$ cat src/rtl/trena_sequenciador_if.sv
`default_nettype none
// trena_sequenciador_if: handshake bundle between the sonar sequencer (master) and its datapath (slave).
interface trena_sequenciador_if;
  logic       ligar;
  logic       sensor_pronto;
  logic       serial_pronto;
  logic       medicao;
  logic       transmissao;
  logic [2:0] sel;
  logic       avanca;
  logic       timeout;
  logic [3:0] db_estado;

  modport master (
    input  ligar, sensor_pronto, serial_pronto,
    output medicao, transmissao, sel, avanca, timeout, db_estado
  );

  modport slave (
    output ligar, sensor_pronto, serial_pronto,
    input  medicao, transmissao, sel, avanca, timeout, db_estado
  );
endinterface
`default_nettype wire

$ cat src/rtl/trena_sequenciador.sv
`default_nettype none
// trena_sequenciador: measure -> transmit ASCII frame -> advance servo control unit (rev 1.0).
// Define TRENA_DELIMITADOR_EN for the 8-character frame with ',' separator and '#' terminator.
module trena_sequenciador #(
  parameter int INTERVALO = 25_000_000,
  parameter int TIMEOUT   = 2_000_000
) (
  input  logic                 clock,
  input  logic                 reset,
  trena_sequenciador_if.master bus
);

  localparam int MAXCNT = (INTERVALO > TIMEOUT) ? INTERVALO : TIMEOUT;
  localparam int CW     = (MAXCNT > 1) ? $clog2(MAXCNT) : 1;
  localparam logic [CW-1:0] CNT_TIMEOUT   = CW'(TIMEOUT - 1);
  localparam logic [CW-1:0] CNT_INTERVALO = CW'(INTERVALO - 1);

`ifdef TRENA_DELIMITADOR_EN
  localparam logic [2:0] ULTIMO = 3'd7;
`else
  localparam logic [2:0] ULTIMO = 3'd5;
`endif

  typedef enum logic [3:0] {
    INICIAL          = 4'd0,
    MEDE             = 4'd1,
    AGUARDA_MEDIDA   = 4'd2,
    TRANSMITE        = 4'd3,
    AGUARDA_TX       = 4'd4,
    PROXIMO_CHAR     = 4'd5,
    FIM_FRAME        = 4'd6,
    ESPERA_INTERVALO = 4'd7
  } estado_t;

  estado_t       estado;
  estado_t       proximo;
  logic          estourou;
  logic [CW-1:0] contador;
  logic [2:0]    indice;
  logic [2:0]    sel_reg;
  logic          timeout_reg;

  // Character index -> mux select, in frame transmission order.
  function automatic logic [2:0] mapa_sel(input logic [2:0] idx);
`ifdef TRENA_DELIMITADOR_EN
    case (idx)
      3'd0:    mapa_sel = 3'd5;
      3'd1:    mapa_sel = 3'd4;
      3'd2:    mapa_sel = 3'd3;
      3'd3:    mapa_sel = 3'd6;
      3'd4:    mapa_sel = 3'd2;
      3'd5:    mapa_sel = 3'd1;
      3'd6:    mapa_sel = 3'd0;
      default: mapa_sel = 3'd7;
    endcase
`else
    mapa_sel = 3'd5 - idx;
`endif
  endfunction

  always_ff @(posedge clock) begin
    if (reset) begin
      estado <= INICIAL;
    end else begin
      estado <= proximo;
    end
  end

  always_comb begin
    proximo  = estado;
    estourou = 1'b0;
    case (estado)
      INICIAL:
        if (bus.ligar) proximo = MEDE;
      MEDE:
        proximo = AGUARDA_MEDIDA;
      AGUARDA_MEDIDA:
        if (bus.sensor_pronto) begin
          proximo = TRANSMITE;
        end else if (contador == CNT_TIMEOUT) begin
          proximo  = TRANSMITE;
          estourou = 1'b1;
        end
      TRANSMITE:
        proximo = AGUARDA_TX;
      AGUARDA_TX:
        if (bus.serial_pronto) proximo = (indice == ULTIMO) ? FIM_FRAME : PROXIMO_CHAR;
      PROXIMO_CHAR:
        proximo = TRANSMITE;
      FIM_FRAME:
        proximo = ESPERA_INTERVALO;
      ESPERA_INTERVALO:
        if (contador == CNT_INTERVALO) proximo = bus.ligar ? MEDE : INICIAL;
      default:
        proximo = INICIAL;
    endcase
  end

  // Index and sel are loaded on entry to MEDE / PROXIMO_CHAR so sel is valid during those states.
  always_ff @(posedge clock) begin
    if (reset) begin
      contador    <= '0;
      indice      <= 3'd0;
      sel_reg     <= 3'd5;
      timeout_reg <= 1'b0;
    end else begin
      if (estado == AGUARDA_MEDIDA || estado == ESPERA_INTERVALO) begin
        contador <= contador + CW'(1);
      end else begin
        contador <= '0;
      end

      if (proximo == MEDE) begin
        indice      <= 3'd0;
        sel_reg     <= mapa_sel(3'd0);
        timeout_reg <= 1'b0;
      end else if (proximo == PROXIMO_CHAR) begin
        indice  <= indice + 3'd1;
        sel_reg <= mapa_sel(indice + 3'd1);
      end

      if (estourou) timeout_reg <= 1'b1;
    end
  end

  assign bus.medicao     = (estado == MEDE);
  assign bus.transmissao = (estado == TRANSMITE);
  assign bus.avanca      = (estado == FIM_FRAME);
  assign bus.sel         = sel_reg;
  assign bus.timeout     = timeout_reg;
  assign bus.db_estado   = estado;

endmodule
`default_nettype wire

$ cat src/flat_wrapper.sv
// flat-port wrapper written by rule: the top's interface ports become plain ports
module trena_sequenciador_flat 
#(
  parameter int INTERVALO = 25_000_000,
  parameter int TIMEOUT   = 2_000_000
)
  (clock, reset, bus_ligar, bus_sensor_pronto, bus_serial_pronto, bus_medicao, bus_transmissao, bus_sel, bus_avanca, bus_timeout, bus_db_estado);
  trena_sequenciador_if bus_i ();
  input  logic clock;
  input  logic reset;
  input wire logic [$bits(bus_i.ligar)-1:0] bus_ligar;
  input wire logic [$bits(bus_i.sensor_pronto)-1:0] bus_sensor_pronto;
  input wire logic [$bits(bus_i.serial_pronto)-1:0] bus_serial_pronto;
  output wire logic [$bits(bus_i.medicao)-1:0] bus_medicao;
  output wire logic [$bits(bus_i.transmissao)-1:0] bus_transmissao;
  output wire logic [$bits(bus_i.sel)-1:0] bus_sel;
  output wire logic [$bits(bus_i.avanca)-1:0] bus_avanca;
  output wire logic [$bits(bus_i.timeout)-1:0] bus_timeout;
  output wire logic [$bits(bus_i.db_estado)-1:0] bus_db_estado;
  assign bus_i.ligar = bus_ligar;
  assign bus_i.sensor_pronto = bus_sensor_pronto;
  assign bus_i.serial_pronto = bus_serial_pronto;
  assign bus_medicao = bus_i.medicao;
  assign bus_transmissao = bus_i.transmissao;
  assign bus_sel = bus_i.sel;
  assign bus_avanca = bus_i.avanca;
  assign bus_timeout = bus_i.timeout;
  assign bus_db_estado = bus_i.db_estado;
  trena_sequenciador #(.INTERVALO(INTERVALO), .TIMEOUT(TIMEOUT)) u_core (.clock(clock), .reset(reset), .bus(bus_i));
endmodule
$ cat config.mk
export PLATFORM = sky130hd
export DESIGN_NAME = trena_sequenciador_flat
export DESIGN_NICKNAME = d
export VERILOG_FILES = /design/src/rtl/trena_sequenciador_if.sv /design/src/rtl/trena_sequenciador.sv /design/src/flat_wrapper.sv
export SDC_FILE = /design/constraint.sdc
export NUM_CORES = 1
export LEC_CHECK = 0
export BUFFER_PORTS_ARGS = -buffer_cell sky130_fd_sc_hd__buf_2
export CORE_UTILIZATION = 35
export CTS_CLUSTER_DIAMETER = 40
export DETAILED_ROUTE_END_ITERATION = 7
export SLEW_MARGIN = 20
export SYNTH_ARGS = -nofsm -noshare
export SYNTH_HDL_FRONTEND = slang
export SYNTH_SLANG_ARGS = --single-unit
$ cat constraint.sdc
create_clock -name clock -period 2 [get_ports clock]
set_input_delay 0.1 -clock clock [delete_from_list [all_inputs] [get_ports clock]]
set_output_delay 0.1 -clock clock [all_outputs]
set_load 0.1 [all_outputs]
# Word-level counts from Yosys, hierarchy flattened
# Index checks and enable logic that the tools add are counted.
word_totals:
  reg_bits: 36
  latchBits: 0
  rom_bits: 0
  mem_bits_rw: 0
  memories: 0
op_classes:
  bitwise: 1
  reduce_logical: 5
  addsub: 3
  n_shift: 0
  n_mul: 0
  magnitude_cmp: 0
  n_div: 0
  n_mux: 13
  n_eq_ne: 12
op_table:
  columns: ["cell", "n"]
  rows:
  - ["case mux 4 bit (8 select lines)", 1]
  - ["adder 25 x 1 -> 25 bit, second input constant", 1]
  - ["equality test 25 x 21 -> 1 bit, second input constant", 1]
  - ["equality test 25 bit, second input constant", 1]
  - ["equality test 4 x 3 -> 1 bit, second input constant", 5]
  - ["two-way mux 4 bit", 5]
  - ["equality test 4 x 1 -> 1 bit, second input constant", 2]
  - ["equality test 4 x 2 -> 1 bit, second input constant", 2]
  - ["two-way mux 1 bit", 6]
  - ["logical NOT 4 bit", 1]
  - ["OR reduction 2 bit", 2]
  - ["adder 3 x 1 -> 3 bit, second input constant", 1]
  - ["equality test 3 bit, second input constant", 1]
  - ["subtractor 3 bit, first input constant", 1]
  - ["two-way mux 2 bit", 1]
  - ["nonzero test 2 bit", 1]
  - ["logical OR 1 bit", 1]
  - ["inverter 1 bit", 1]

# Logic depth before layout (Yosys ltp)
# Gate-level depths: netlist (run 1).
depth:
  word_depth: 7
  depth_mapped: 7

# Worst setup path after synthesis (run 1)
# No wires, ideal clock.
synth_timing:
  path_type: "register to output"
  startpoint: "register u_core.estado[0], in the netlist u_core.bus.db_estado[0]"
  endpoint: "output port bus_medicao"
  stages_incl_launch_ff: 3
  arrival_time_ns: 4.465
  required_ns: 1.900
  slack_ns: -2.565
  path_cell_list: "dfxtp_1 -> clkbuf_1 -> nor4b_1"
synth_between:
  elab_chain_cells: 1
synth_lines:
  columns: ["element", "line_no", "rtl"]
  rows:
  - ["from (decl)", "trena_sequenciador.sv:35", "estado_t estado;"]
  - ["from (signal assigned)", "trena_sequenciador.sv:65", "estado <= proximo;"]
  - ["equality test 4 x 1 -> 1 bit", "trena_sequenciador.sv:126", "assign bus.medicao = (estado == MEDE);"]
  - ["to (decl)", "flat_wrapper.sv:14", "output wire logic [$bits(bus_i.medicao)-1:0] bus_medicao;"]
# Every way passes these cells.

# Worst setup path after layout (run 1)
layout_timing:
  startpoint: "register u_core.contador[0]"
  endpoint: "register u_core.timeout_reg, in the netlist u_core.bus.timeout"
layout_between:
  elab_chain_cells: 6
  word_cells_on_any_way: 12
  classes_between: "eq/ne (3); mux (8); reduce/logical (1)"
layout_lines:
  columns: ["element", "line_no", "rtl"]
  rows:
  - ["from (decl)", "trena_sequenciador.sv:38", "logic [CW-1:0] contador;"]
  - ["from (signal assigned)", "trena_sequenciador.sv:108", "contador <= contador + CW'(1);"]
  - ["equality test 25 x 21 -> 1 bit", "trena_sequenciador.sv:80", "end else if (contador == CNT_TIMEOUT) begin"]
  - ["two-way mux 4 bit", "trena_sequenciador.sv:80", null]
  - ["two-way mux 4 bit", "trena_sequenciador.sv:78", "if (bus.sensor_pronto) begin"]
  - ["case mux 4 bit (8 select lines)", "trena_sequenciador.sv:72", "case (estado)"]
  - ["equality test 4 x 1 -> 1 bit", "trena_sequenciador.sv:113", "if (proximo == MEDE) begin"]
  - ["nonzero test 2 bit (no source line)", null, null]
  - ["to (signal assigned)", "trena_sequenciador.sv:105", "timeout_reg <= 1'b0;"]
  - ["to (signal assigned)", "trena_sequenciador.sv:116", "timeout_reg <= 1'b0;"]
  - ["to (signal assigned)", "trena_sequenciador.sv:122", "if (estourou) timeout_reg <= 1'b1;"]
  - ["to (decl)", "trena_sequenciador.sv:41", "logic timeout_reg;"]
# Parallel ways exist; a longest one is shown, timed or not.
# A chain may end at the register's enable or synchronous reset.

==> results.json, run 1 <==
{
  "yosysSeqAreaShare": 0.395,
  "post-route-cell-area_um2": 2190,
  "cts_made_buffers": 5,
  "hold_path_end": "u_core.indice[2]",
  "cp-end-kind": "register",
  "required_ns": 2.19,
  "whs_ns": 0.0666,
  "switching_share": 0.261,
  "p_switching_w": 0.000341,
  "outcome": "complete, no violations",
  "hold_class": "input port to register",
  "largest_reg_flops": 25,
  "start_util": 0.369,
  "synth-warning-count": 0,
  "num_vias": 1563,
  "io_buffers": 15,
  "dpl.hpwl_mm": 2.78,
  "slew_headroom": 0.595,
  "worstPathArrival_ns": 2.06,
  "viasPerCell": 5.06,
  "place_area_um2": 2060,
  "synth_ff_type": "dfxtp_1",
  "synthCells": 209,
  "p_per_area_nw_per_um2": 598,
  "dieArea_um2": 5360,
  "synth-async-reset-ratio": 0,
  "pin_count": 16,
  "rr_endpoint": "u_core.bus.timeout",
  "htree_levels": 2,
  "crit_slowest_cell": "dfxtp_4",
  "ys_seq_elements": 35,
  "final_cells": 309,
  "hold_depth": 2,
  "p_leak_nw": 0.755,
  "path_clk_slew_ns": 0.07,
  "ant_nets": 0,
  "start_kind": "register",
  "hold_violations": 0,
  "drt_first_pass_iters": 4,
  "comb_power_share": 0.064,
  "core_area_um2": 4820,
  "ir_drop_v": 0.000427,
  "fin_nets": 249,
  "path_class": "register to register",
  "p_seq_frac": 0.546,
  "path_max_fanout": 5,
  "syn_avg_cell_area_um2": 8.49,
  "netlist-cell-type-count": 42,
  "avgRoutedWirePerCell_um": 12.8,
  "rr_worst_depth": 7,
  "path_cells": "ha_4 > nand4_1 > buf_6 > nor4_4 > nand3_2 > a31o_1 > o221a_1",
  "syn_nets": 217,
  "grtUsageMet2": 0.246,
  "dpl_worst_slack_ns": 0.0158,
  "tightest_slew_ns": 0.602,
  "grt_max_degree": 26,
  "place.gp.congestion": 0.772,
  "grt_use_total": 0.160,
  "cts_sinks": 35,
  "row_count": 25,
  "area_growth_pct": 23.1,
  "cts_buffer_depth": 2,
  "grt_busiest_layer": "met2",
  "cts-root-buf": "clkbuf_8",
  "drc_errors": 0,
  "final_layout_size_suffix_gt1_frac": 0.227,
  "worst_slack_ns": 0.126,
  "syn_area_um2": 1780,
  "critPathBufInv": 1,
  "r2r-start": "u_core.contador[0]",
  "setup_viol_count_final": 0,
  "dieWidth_um": 73.2,
  "synth_edf_count": 0,
  "die_y_um": 73.2,
  "use_met1": 0.206,
  "clk_latency_ns": 0.29,
  "max_clock_freq_mhz": 534,
  "dp.cells": 299,
  "grt_use_met3": 0.0511,
  "overflow": 0,
  "regToRegSetupSlack_ns": 0.13,
  "fin_skew_ns": 0.00580,
  "rsz0062_at_grt": "false",
  "worstHoldStart": "reset",
  "pwr-share-clk": 0.390,
  "finalMaxSlewViolations": 0,
  "utilization": 0.454,
  "drv_cap": 0,
  "drt-total-wl_mm": 3.95,
  "grt_first_pass_wirelength_mm": 6.44,
  "crit_family": "simple AND/OR/NAND/NOR gates",
  "antenna_found_initial": 0,
  "max_stage_delay_ns": 0.37,
  "n_antenna_cell": 0,
  "cts_tree": "done",
  "drtIter0Drc": 81,
  "grt_pass1_vias": 1447,
  "fin_crit_ns": 1.87,
  "p_int_w": 0.000966,
  "finalCritPeriodShare": 0.937
}
## worst register-to-register path: cells and delay by family (launching register included)
kind,cells,cell delay (ns)
adders and majority gates,1,0.15
AOI/OAI and AO/OA,2,0.50
DFF,1,0.37
and+or+nand+nor,3,0.61
buffers and inverters,1,0.15
## layout by cell type (no fill, tap or decap), drive strengths merged, types with 2 or more instances in the layout
cell type,count
a21oi,4
a311oi,2
a31o,2
a31oi,2
and3,4
buf,32
clkbuf,7
dfxtp,35
ha,3
inv,6
mux2i,3
nand2,15
nand3,17
nand4,8
nor2,34
nor2b,3
nor3,5
nor4,5
nor4bb,2
o211ai,4
o21a,2
o21ai,5
o21bai,2
or3,3
or4b,2
xnor2,9
xor2,16
## cells in the mapped netlist, types with 2 or more instances
| cell | instances | share of area |
|---|---|---|
| nor2b_1 | 3 | 0.011 |
| a311oi_1 | 2 | 0.0099 |
| nor2_1 | 34 | 0.072 |
| nand2_1 | 15 | 0.032 |
| o21a_1 | 2 | 0.0085 |
| ha_1 | 3 | 0.021 |
| o211ai_1 | 4 | 0.017 |
| o21bai_1 | 2 | 0.0085 |
| nand4_1 | 8 | 0.028 |
| dfxtp_1 | 35 | 0.39 |
| nand3_1 | 16 | 0.045 |
| o21ai_0 | 3 | 0.0085 |
| a21oi_1 | 4 | 0.011 |
| nor4bb_1 | 2 | 0.011 |
| and3_1 | 4 | 0.014 |
| or3_1 | 3 | 0.011 |
| xnor2_1 | 9 | 0.044 |
| xor2_1 | 16 | 0.079 |
| inv_1 | 6 | 0.013 |
| clkbuf_1 | 5 | 0.011 |
| mux2i_1 | 3 | 0.017 |
| nor4_1 | 3 | 0.011 |
| or4b_1 | 2 | 0.011 |
| a31oi_1 | 2 | 0.0070 |
| nor3_1 | 5 | 0.014 |
| o21ai_1 | 2 | 0.0056 |
## layer usage
layer,routed length (um),vias up
li1,-,808
met1,1980,727
met2,1760,20
met3,126,8
met4,86,0
met5,0,-
## repair_timing
action	CTS	global route
endpoints found under the setup margin	0	5
resized for setup	0	8
setup buffers	0	2
hold buffers	0	0
## worst max-delay path by stage
| stage | from | endpoint | slack, ns | cells past startpoint |
|---|---|---|---|---|
| after floorplan | u_core.bus.db_estado[0] | bus_medicao | -0.02 | 2 |
| after global placement | u_core.contador[8] | u_core.indice[0] | 0.07 | 6 |
| after detailed placement | u_core.contador[8] | u_core.indice[0] | 0.02 | 6 |
| after CTS | u_core.contador[8] | u_core.bus.sel[1] | 0.007 | 6 |
| after global routing | u_core.contador[0] | u_core.bus.timeout | 0.002 | 7 |
| final | u_core.contador[0] | u_core.bus.timeout | 0.13 | 7 |
## area by class of cell
type | count | area (um2)
tap | 67 | 83.8
inverter | 6 | 22.5
clock inverter | 1 | 5.00
clock buffer | 7 | 76.3
timing repair buffer | 32 | 206
fill | 501 | 2630
sequential | 35 | 718
multi-input combinational | 161 | 1070
## power by group through the flow
stage               combinational [W]  sequential [W]  clock [W]
floorplan                   0.0000482        0.000745          0
global placement            0.0000820        0.000731          0
detailed placement          0.0000821        0.000731          0
CTS                         0.0000822        0.000715   0.000528
global route                0.0000903        0.000715   0.000549
finish                      0.0000835        0.000714   0.000510
## per-stage QoR
stage                     setup TNS, ns  power, W
after floorplan                 -0.0222  0.000794
after global placement                0  0.000813
after detailed placement              0  0.000813
after CTS                             0   0.00133
after global routing                  0   0.00135
final                                 0   0.00131
## kinds of logic (layout without fill, tap and decap cells)
| family | after synthesis | after routing | share of synthesized area |
|---|---|---|---|
| AOI/OAI and AO/OA | 26 | 26 | 0.102 |
| xor gates and xnor gates | 25 | 25 | 0.123 |
| adders and majority gates | 3 | 3 | 0.0211 |
| buffers and inverters | 13 | 46 | 0.0303 |
| DFF | 35 | 35 | 0.395 |
| muxes | 3 | 3 | 0.0169 |
| other | 1 | 1 | 0.00211 |
| and+or+nand+nor | 103 | 103 | 0.309 |
(Power assumes the default switching activity.)
==> run 2, diff against run 1 <==
CTS_BUF_LIST = sky130_fd_sc_hd__clkbuf_4 sky130_fd_sc_hd__clkbuf_8 sky130_fd_sc_hd__clkbuf_16   (was unset)
==> results.json, run 2 (synthesis results as in run 1) <==
{
  "largest_reg_flops": 25,
  "cts-root-buf": "clkbuf_8",
  "worstHoldStart": "reset",
  "grt_pass1_vias": 1447,
  "place_area_um2": 2060,
  "fin_nets": 249,
  "path_max_fanout": 3,
  "drt_first_pass_iters": 4,
  "required_ns": 2.19,
  "cts_sinks": 35,
  "area_growth_pct": 23.5,
  "final_cells": 309,
  "p_int_w": 0.000993,
  "ant_nets": 0,
  "num_vias": 1566,
  "worst_slack_ns": 0.132,
  "r2r-start": "u_core.contador[12]",
  "fin_tns_setup_ns": 0,
  "core_area_um2": 4820,
  "post-route-cell-area_um2": 2190,
  "cts_tree": "done",
  "finalCritPeriodShare": 0.934,
  "viasPerCell": 5.07,
  "dp.cells": 299,
  "n_antenna_cell": 0,
  "regToRegSetupSlack_ns": 0.13,
  "max_clock_freq_mhz": 535,
  "most-common-layout-cells": "nor2_1 (34), dfxtp_1 (29), nand3_1 (16), xor2_1 (16), buf_4 (16)",
  "tightest_slew_ns": 0.598,
  "dpl_worst_slack_ns": 0.0158,
  "crit_slowest_cell": "or4b_1",
  "io_buffers": 15,
  "critPathBufInv": 0,
  "fin_skew_ns": 0.00544,
  "holdBufCountCts": 0,
  "hold_violations": 0,
  "grt_max_degree": 26,
  "place.gp.congestion": 0.772,
  "path_cells": "or4b_1 > nor4_2 > nand3_2 > a31o_1 > o221a_1",
  "drt-total-wl_mm": 3.93,
  "hold_depth": 2,
  "worstPathArrival_ns": 2.06,
  "rr_endpoint": "u_core.bus.timeout",
  "die_y_um": 73.2,
  "pwr-share-clk": 0.402,
  "fin_crit_ns": 1.87,
  "p_leak_nw": 0.762,
  "drc_errors": 0,
  "outcome": "complete, no violations",
  "rr_worst_depth": 5,
  "avgRoutedWirePerCell_um": 12.7,
  "final_layout_size_suffix_gt1_frac": 0.236,
  "dieWidth_um": 73.2,
  "max_stage_delay_ns": 0.53,
  "ir_drop_v": 0.000427,
  "crit_family": "simple AND/OR/NAND/NOR gates",
  "start_kind": "register",
  "grt_use_total": 0.160,
  "layout_commonest_cell": "nor2_1",
  "htree_levels": 2,
  "row_count": 25,
  "hold_class": "input port to register",
  "hold_path_end": "u_core.indice[0]",
  "path_clk_slew_ns": 0.07,
  "antenna_found_initial": 0,
  "cts_buffer_depth": 2,
  "fillCellCount": 498,
  "pin_count": 16,
  "setup_viol_count_final": 0,
  "path_class": "register to register",
  "p_seq_frac": 0.536,
  "slew_headroom": 0.599,
  "rsz0062_at_grt": "false",
  "start_util": 0.369,
  "dieArea_um2": 5360,
  "finalMaxSlewViolations": 0,
  "drtIter0Drc": 87,
  "drv_cap": 0,
  "p_switching_w": 0.000340,
  "dpl.hpwl_mm": 2.78,
  "overflow": 0,
  "switching_share": 0.255,
  "cp-end-kind": "register",
  "p_per_area_nw_per_um2": 608,
  "cts_made_buffers": 5,
  "clk_latency_ns": 0.29,
  "comb_power_share": 0.063,
  "grt_first_pass_wirelength_mm": 6.44
}
==> run 2: cell counts in the layout (fill, tap and decap cells not counted) <==
Identical to the previous run, type by type.
==> run 2: how the worst max path moves through the flow <==
stage	start	endpoint	slack, ns	cells after the start
global route	u_core.contador[1]	u_core.bus.timeout	0.004	7
floorplan	u_core.bus.db_estado[0]	bus_medicao	-0.02	2
global placement	u_core.contador[8]	u_core.indice[0]	0.07	6
finish	u_core.contador[12]	u_core.bus.timeout	0.13	5
detailed placement	u_core.contador[8]	u_core.indice[0]	0.02	6
CTS	u_core.contador[8]	u_core.bus.sel[1]	0.01	6
==> run 2: metrics by stage <==
step	hold slack, ns	util	power, W
after floorplan	0.167	-	0.000794
after global placement	0.375	0.427	0.000813
after detailed placement	0.375	0.427	0.000813
after CTS	0.0508	0.445	0.00135
after global routing	0.0656	0.455	0.00138
final	0.0694	0.455	0.00133
==> run 2: layout make-up <==
type / count / area, um2 / share of cell area
Inverter: 6 / 22.5 / 0.0103
Multi-Input combinational cell: 161 / 1070 / 0.489
Timing Repair Buffer: 32 / 206 / 0.0941
Sequential cell: 35 / 718 / 0.327
Clock inverter: 1 / 5.00 / 0.00228
Tap cell: 67 / 83.8 / 0.0382
Clock buffer: 7 / 83.8 / 0.0382
==> run 2: power by group through the flow <==
| stage | Sequential (W) | Combinational [W] | Clock (W) |
|---|---|---|---|
| global placement | 0.000731 | 0.0000820 | 0 |
| CTS | 0.000715 | 0.0000823 | 0.000556 |
| detailed placement | 0.000731 | 0.0000821 | 0 |
| finish | 0.000714 | 0.0000834 | 0.000535 |
| floorplan | 0.000745 | 0.0000482 | 0 |
| global route | 0.000715 | 0.0000902 | 0.000576 |
==> run 2: layer usage <==
layer  vias to the layer above  track usage  share of wire
met2                        28        0.246           0.44
met3                         8       0.0511          0.038
li1                        807            -              -
met1                       723        0.206           0.50
met4                         0       0.0675          0.020
met5                         -            0              0
==> run 2: timing repair <==
| action | in CTS | in global routing |
|---|---|---|
| setup endpoints to repair | 0 | 5 |
| gates resized for setup | 0 | 8 |
| buffers inserted | 0 | 2 |
